File: config.mk
export PLATFORM = sky130hd
export DESIGN_NAME = if_fetch_unit
export DESIGN_NICKNAME = d
export VERILOG_FILES = /design/src/rtl/if_fetch_unit.sv
export SDC_FILE = /design/constraint.sdc
export NUM_CORES = 1
export LEC_CHECK = 0
export ABC_AREA = 1
export BUFFER_PORTS_ARGS = -buffer_cell sky130_fd_sc_hd__buf_2
export CORE_ASPECT_RATIO = 1.2
export CORE_MARGIN = 5
export CORE_UTILIZATION = 50
export CTS_BUF_LIST = sky130_fd_sc_hd__clkbuf_2
export DETAILED_ROUTE_END_ITERATION = 8
export PLACE_DENSITY_LB_ADDON = 0.12
export SLEW_MARGIN = 20
export SYNTH_ARGS = -nofsm -noshare
export SYNTH_HDL_FRONTEND = slang
export SYNTH_SLANG_ARGS = --single-unit
File: constraint.sdc
create_clock -name clk -period 2.8 [get_ports clk]
set_input_delay 0.42 -clock clk [delete_from_list [all_inputs] [get_ports clk]]
set_output_delay 0.42 -clock clk [all_outputs]
set_load 0.005 [all_outputs]
File: src/rtl/if_fetch_unit.sv
// Instruction-fetch unit driving the IF/ID register: owns the PC, runs the imem
// handshake, buffers one instruction and redirects on taken branches.
// Optional perf counters are enabled by defining IF_FETCH_PERF_EN.
module if_fetch_unit #(
    parameter logic [31:0] RESET_PC = 32'h0000_0000,
    parameter logic [31:0] PC_STEP  = 32'd4
) (
    input  logic        clk,
    input  logic        rst,
    input  logic        freeze,
    input  logic        Branch_taken,
    input  logic [31:0] Branch_Address,
    output logic        imem_req,
    output logic [31:0] imem_addr,
    input  logic        imem_ready,
    input  logic [31:0] imem_rdata,
    output logic        valid_out,
    output logic [31:0] PC,
    output logic [31:0] Instruction
`ifdef IF_FETCH_PERF_EN
    ,
    output logic [31:0] fetch_count,
    output logic [31:0] stall_count
`endif
);

    typedef enum logic {
        FETCH    = 1'b0,
        REDIRECT = 1'b1
    } state_t;

    state_t      state_q, state_d;
    logic [31:0] pc_q, pc_d;
    logic        valid_q, valid_d;
    logic [31:0] slot_pc_q, slot_pc_d;
    logic [31:0] slot_instr_q, slot_instr_d;

    logic drain;
    logic can_fill;
    logic fill;

    assign drain    = valid_q & ~freeze;
    assign can_fill = ~valid_q | drain;

    // A request is only raised when the slot can take the response, so a
    // pending request can never be dropped by a later freeze.
    assign imem_req  = rst & (state_q == FETCH) & can_fill & ~Branch_taken;
    assign imem_addr = pc_q;
    assign fill      = imem_req & imem_ready;

    assign valid_out   = valid_q;
    assign PC          = slot_pc_q;
    assign Instruction = slot_instr_q;

    always_comb begin
        state_d      = state_q;
        pc_d         = pc_q;
        valid_d      = valid_q;
        slot_pc_d    = slot_pc_q;
        slot_instr_d = slot_instr_q;

        if (Branch_taken) begin
            pc_d         = Branch_Address;
            valid_d      = 1'b0;
            slot_instr_d = '0;
            state_d      = REDIRECT;
        end else if (state_q == REDIRECT) begin
            state_d = FETCH;
        end else if (fill) begin
            pc_d         = pc_q + PC_STEP;
            slot_pc_d    = pc_q + PC_STEP;
            slot_instr_d = imem_rdata;
            valid_d      = 1'b1;
        end else if (drain) begin
            valid_d      = 1'b0;
            slot_instr_d = '0;
        end
    end

    always_ff @(posedge clk or negedge rst) begin
        if (!rst) begin
            state_q      <= FETCH;
            pc_q         <= RESET_PC;
            valid_q      <= 1'b0;
            slot_pc_q    <= '0;
            slot_instr_q <= '0;
        end else begin
            state_q      <= state_d;
            pc_q         <= pc_d;
            valid_q      <= valid_d;
            slot_pc_q    <= slot_pc_d;
            slot_instr_q <= slot_instr_d;
        end
    end

`ifdef IF_FETCH_PERF_EN
    logic [31:0] fetch_count_q;
    logic [31:0] stall_count_q;

    always_ff @(posedge clk or negedge rst) begin
        if (!rst) begin
            fetch_count_q <= '0;
            stall_count_q <= '0;
        end else begin
            if (fill) begin
                fetch_count_q <= fetch_count_q + 32'd1;
            end
            if (valid_q && freeze) begin
                stall_count_q <= stall_count_q + 32'd1;
            end
        end
    end

    assign fetch_count = fetch_count_q;
    assign stall_count = stall_count_q;
`endif

endmodule

==> Word-level counts from Yosys, hierarchy flattened <==
Index checks and enable logic that the tools add are counted.
{ "totals": {"regBits": 98, "inputBits": 69, "out_inout_bits": 98, "word_cells": 34} }
{ "classes": {"n_addsub": 1, "eq_ne": 1, "muxes": 12, "bitwise_logic": 10, "n_reduce_logical": 5} }
{ "ops": {"columns": ["op", "n"], "rows": [
  ["32-bit two-way mux", 7],
  ["32-bit by 3-bit adder with 32-bit output (second input constant)", 1],
  ["1-bit bitwise AND", 5],
  ["1-bit two-way mux", 5],
  ["1-bit inverter", 4],
  ["2-bit AND reduction", 2],
  ["3-bit AND reduction", 1],
  ["3-bit nonzero test", 1],
  ["2-bit inequality test (second input constant)", 1],
  ["2-bit nonzero test", 1],
  ["1-bit OR", 1]
]} }

==> Longest topological paths before layout <==
{ "logic_depth": {"ltp_word": 9, "ltp_mapped": 9, "depth_no_buf": 9} }

==> Least setup slack after synthesis <==
Ideal clock, no wire load.
{ "synth_timing": {"path_type": "reg-to-reg", "from": "register pc_q[3] (netlist: imem_addr[3])", "to": "register slot_pc_q[22] (netlist: PC[22])", "setup_time_ns": 0.119, "arrival_time_ns": 1.325, "t_required_ns": 2.681, "slack_ns": 1.355, "stages_incl_launch_ff": 9, "n_path_buf": 0, "synth_period_minus_slack_ns": 1.445, "path_cell_list": "dfrtp_1 -> ha_1 -> nand2_1 -> nor2_2 -> nand2_1 -> nor2_2 -> nand3_1 -> nand3_1 -> nand2_1"} }
{ "synth_via": {"elab_chain_cells": 1} }
{ "synth_lines": {"columns": ["element", "line_no", "text"], "rows": [
  ["from (decl)", "33", "logic [31:0] pc_q, pc_d;"],
  ["from (signal assigned)", "89", "pc_q <= pc_d;"],
  ["32-bit by 3-bit adder with 32-bit output", "71", "slot_pc_d = pc_q + PC_STEP;"],
  ["to (signal assigned)", "91", "slot_pc_q <= slot_pc_d;"],
  ["to (decl)", "35", "logic [31:0] slot_pc_q, slot_pc_d;"]
]} }
No other way between the ends.
A chain may end at the register's enable or synchronous reset.

==> Worst setup path after layout <==
{ "layout_timing": {"from": "input port rst", "to": "output port imem_req"} }
{ "layout_via": {"elab_chain_cells": 3} }
{ "layout_lines": {"columns": ["element", "line_no", "text"], "rows": [
  ["from (decl)", "9", "input logic rst,"],
  ["1-bit bitwise AND (3 in series)", "47", "assign imem_req = rst & (state_q == FETCH) & can_fill & ~Branch_taken;"],
  ["to (decl)", "13", "output logic imem_req,"]
]} }
No other way between the ends.

==> results.toml <==
[cts]
clockRootBuffer = "clkbuf_2"
bufs_on_longest_clock_path = 2
post-cts-setup-buffer-count = 0
numClockSinks = 98
cts_tree = "done"
clock_tree.htree_level_count = 3
cts.reportedPaths.clkPinSlew_ps = 230
clkLatencyLatePin_ps = 570
cts-buffers-inserted = 9

[job]
timing.max_cap.violations = 0

[detailed_routing]
route.antenna.remaining_nets = 0
viasPerCell = 5.00
detailedRoute.firstPassIterationCount = 4
drt_iter0_markers = 204
drt_drc_violations_left = 0
vias = 4605
route.detailed.wl_per_inst_um = 14.7
wirelength_mm = 13.5

[synth]
synth-seq-area-share_pct = 52.9
async_sr_flop_fraction_pct = 100
synth_top_flop_cell = "dfrtp_1"
synth.area.mux_share_pct = 0
synthAdderAreaFrac_pct = 0.270
netlist_instances = 603
synth-compound-area-share_pct = 3.51
synth_largest_type_area_fraction_pct = 52.9
synth_top_family_by_area = "simple AND/OR/NAND/NOR gates"
synthesis.nets = 673
ys.warnings.count = 0
synth.lib_cells_used.distinct = 24
post_synth_instance_area_mm2 = 0.00464
post_synth_edffs = 0
synth_area_leaders = "dfrtp_1 53%, nand2_1 22%, nand3_1 8.7%, inv_1 3.3%, nor2_1 2.8%"
synth_simple_gate_area_share_pct = 36.0
synthXorXnorAreaFrac_pct = 1.13
synthesis.area_per_instance_um2 = 7.69
synthesized_flop_and_latch_total = 98
post-synth-top-area-cell = "dfrtp_1"

[die]
die_w_um = 97.9
top_level_port_count = 167
chip_height_um = 116
core_region_area_mm2 = 0.00908
floorplan.initialDensity_pct = 51.1
design.die.area_mm2 = 0.0113
num_rows = 38

[power_and_ir_drop]
seq_power_share_pct = 57.2
power_density_mw_per_mm2 = 503
p_switching_uw = 926
max-vdd-ir-drop_v = 0.000298
power_report.internal_total_mw = 2.08
clkPwrFrac_pct = 22.3
share_comb_of_total_power_pct = 20.5
power_leakage_nw = 3.43
power_switching_share_pct = 30.8

[sta]
max-slew-margin-rel_pct = 28.4
setup_total_negative_slack_ps = 0
grt_setup_unrepaired = "no"
setup_viol = 0
fin_crit_sh_pct = 87.8
hold_viol_final = 0
maxSlewViolCount = 0
final_critical_path_setup_slack_ps = 343
final_period_minus_worst_setup_slack_ps = 2460
tightest_slew_ps = 1070
timing.clock.skew_ps = 25.0
maxClockFrequency_mhz = 407

[global_routing]
grtUsageMet1_pct = 29.5
global_route_wire_length_before_repair_mm = 21.5
antenna_found_initial = 0
globalRouteOverflowTotal = 0
grt_util_all_layers_pct = 23.8
grt_pass1_vias = 4475
grt_max_degree = 54
grtUsageMet3_pct = 6.68
grtUsageMet2_pct = 41.3
gr-max-usage-layer = "met2"

[worst_setup_path]
crit_fanout = 47
critPathKind = "in -> out"
worst_setup_path_start_kind = "input pin"
endpoint_kind = "output port"
cp_required_ps = 2380
critPathArrivalTime_ps = 2040

[final_layout]
final_core_utilization_pct = 65.8
post-route-cell-area_mm2 = 0.00598
nNetsFinal = 866
multiInputGateArea_mm2 = 0.00190
seq_area_mm2 = 0.00245
filler_cell_count = 816
syn2layout_area_growth_pct = 28.9
insertedDiodeCount = 0
layout-drive-gt1-share_pct = 24.8

[placed_design]
place.gp.congestion = 0.926
dpl.hpwl_mm = 9.58
post-place-ws_ps = 617
port_buffers = 166
placement_cell_area_mm2 = 0.00554

[run_status]
run_status = "finished clean"

[min_path]
timing.hold.worst.class = "in -> reg"
[sequential cells by signal, indices dropped and copies added, names as in the netlist]
name / flops
state_q: 1
imem_addr: 32
Instruction: 32
valid_out: 1
PC: 32
[cell usage in the layout, fill, tap and decap left out]
cell type,count
and2_1,1
buf_2,165
buf_4,7
bufinv_16,1
clkbuf_2,10
clkinv_2,4
clkinvlp_4,1
dfrtp_1,98
dlygate4sd3_1,33
ha_1,1
inv_1,41
inv_2,2
nand2_1,276
nand2_2,1
nand3_1,81
nand3b_1,1
nand4_4,1
nor2_1,35
nor2_2,5
nor2_4,1
o211ai_1,2
o21ai_0,19
o21bai_1,7
or2_2,1
or3_1,1
xnor2_1,4
xor2_1,2
[layer usage]
layer / wire length (um) / part of all wire (%) / vias up
li1: - / - / 2274
met1: 5400 / 40 / 2187
met2: 7090 / 52 / 132
met3: 891 / 6.6 / 12
met4: 150 / 1.1 / 0
met5: 0 / 0 / -
[critical path: stages]
cell and delay [ps]:
dlygate4sd3_1 540, buf_4 160, buf_4 500, nand2_1 100, nor2_1 140, buf_2 130
[path summary, 6_finish.rpt]
check	slack (ps)	end	cells after the start	from
worst min-delay path	50	Instruction[29]$_DFFE_PN0P_	3	imem_rdata[29]
min in group asynchronous	530	imem_addr[26]$_DFFE_PN0P_	3	rst
worst max-delay path	340	imem_req	6	rst
worst max register to register	850	Instruction[18]$_DFFE_PN0P_	6	valid_out$_DFFE_PN0P_
worst min register to register	510	PC[27]$_DFFE_PN0P_	2	PC[27]$_DFFE_PN0P_
max in group asynchronous	1100	Instruction[20]$_DFFE_PN0P_	4	rst
[cell type report]
cell class	count	share of cell area [%]
Sequential cell	98	41.0
Multi-Input combinational cell	439	31.7
Timing Repair Buffer	205	20.2
Inverter	43	2.70
Tap cell	120	2.51
Clock inverter	6	0.963
Clock buffer	10	0.837
[what timing repair did]
| action | in CTS | in global routing |
|---|---|---|
| hold buffers | 12 | 21 |
| hold endpoints to repair | 45 | 21 |
| gates resized for setup | 0 | 0 |
[power groups by stage]
stage | clock network [mW] | logic (mW) | registers (mW)
finish | 0.670 | 0.616 | 1.72
global route | 0.753 | 0.705 | 1.74
CTS | 0.693 | 0.605 | 1.72
detailed placement | 0 | 0.591 | 1.74
global placement | 0 | 0.576 | 1.74
floorplan | 0 | 0.259 | 1.74
[cell usage after synthesis (4+ instances only)]
library cell and count:
nor2_2 5, xnor2_1 4, nand3_1 81, buf_2 9, nand2_1 276, buf_6 4
clkbuf_1 9, o21ai_0 19, inv_1 41, o21bai_1 7, nor2_1 35, dfrtp_1 98
[metrics by stage]
| step | hold WS [ps] | cells | total power [mW] |
|---|---|---|---|
| global placement | 460 | 872 | 2.31 |
| finish | 50.8 | 921 | 3.00 |
| global route | -7.95 | 921 | 3.20 |
| CTS | 1.62 | 900 | 3.01 |
| detailed placement | 463 | 872 | 2.33 |
| floorplan | 124 | 603 | 2.00 |
[kinds of logic after synthesis]
kind of cell,after synthesis
compound gates,28
xor+xnor,6
fa+ha+maj,1
buf+inv,66
flops,98
simple gates,404
Power figures use the tool's default switching activity.
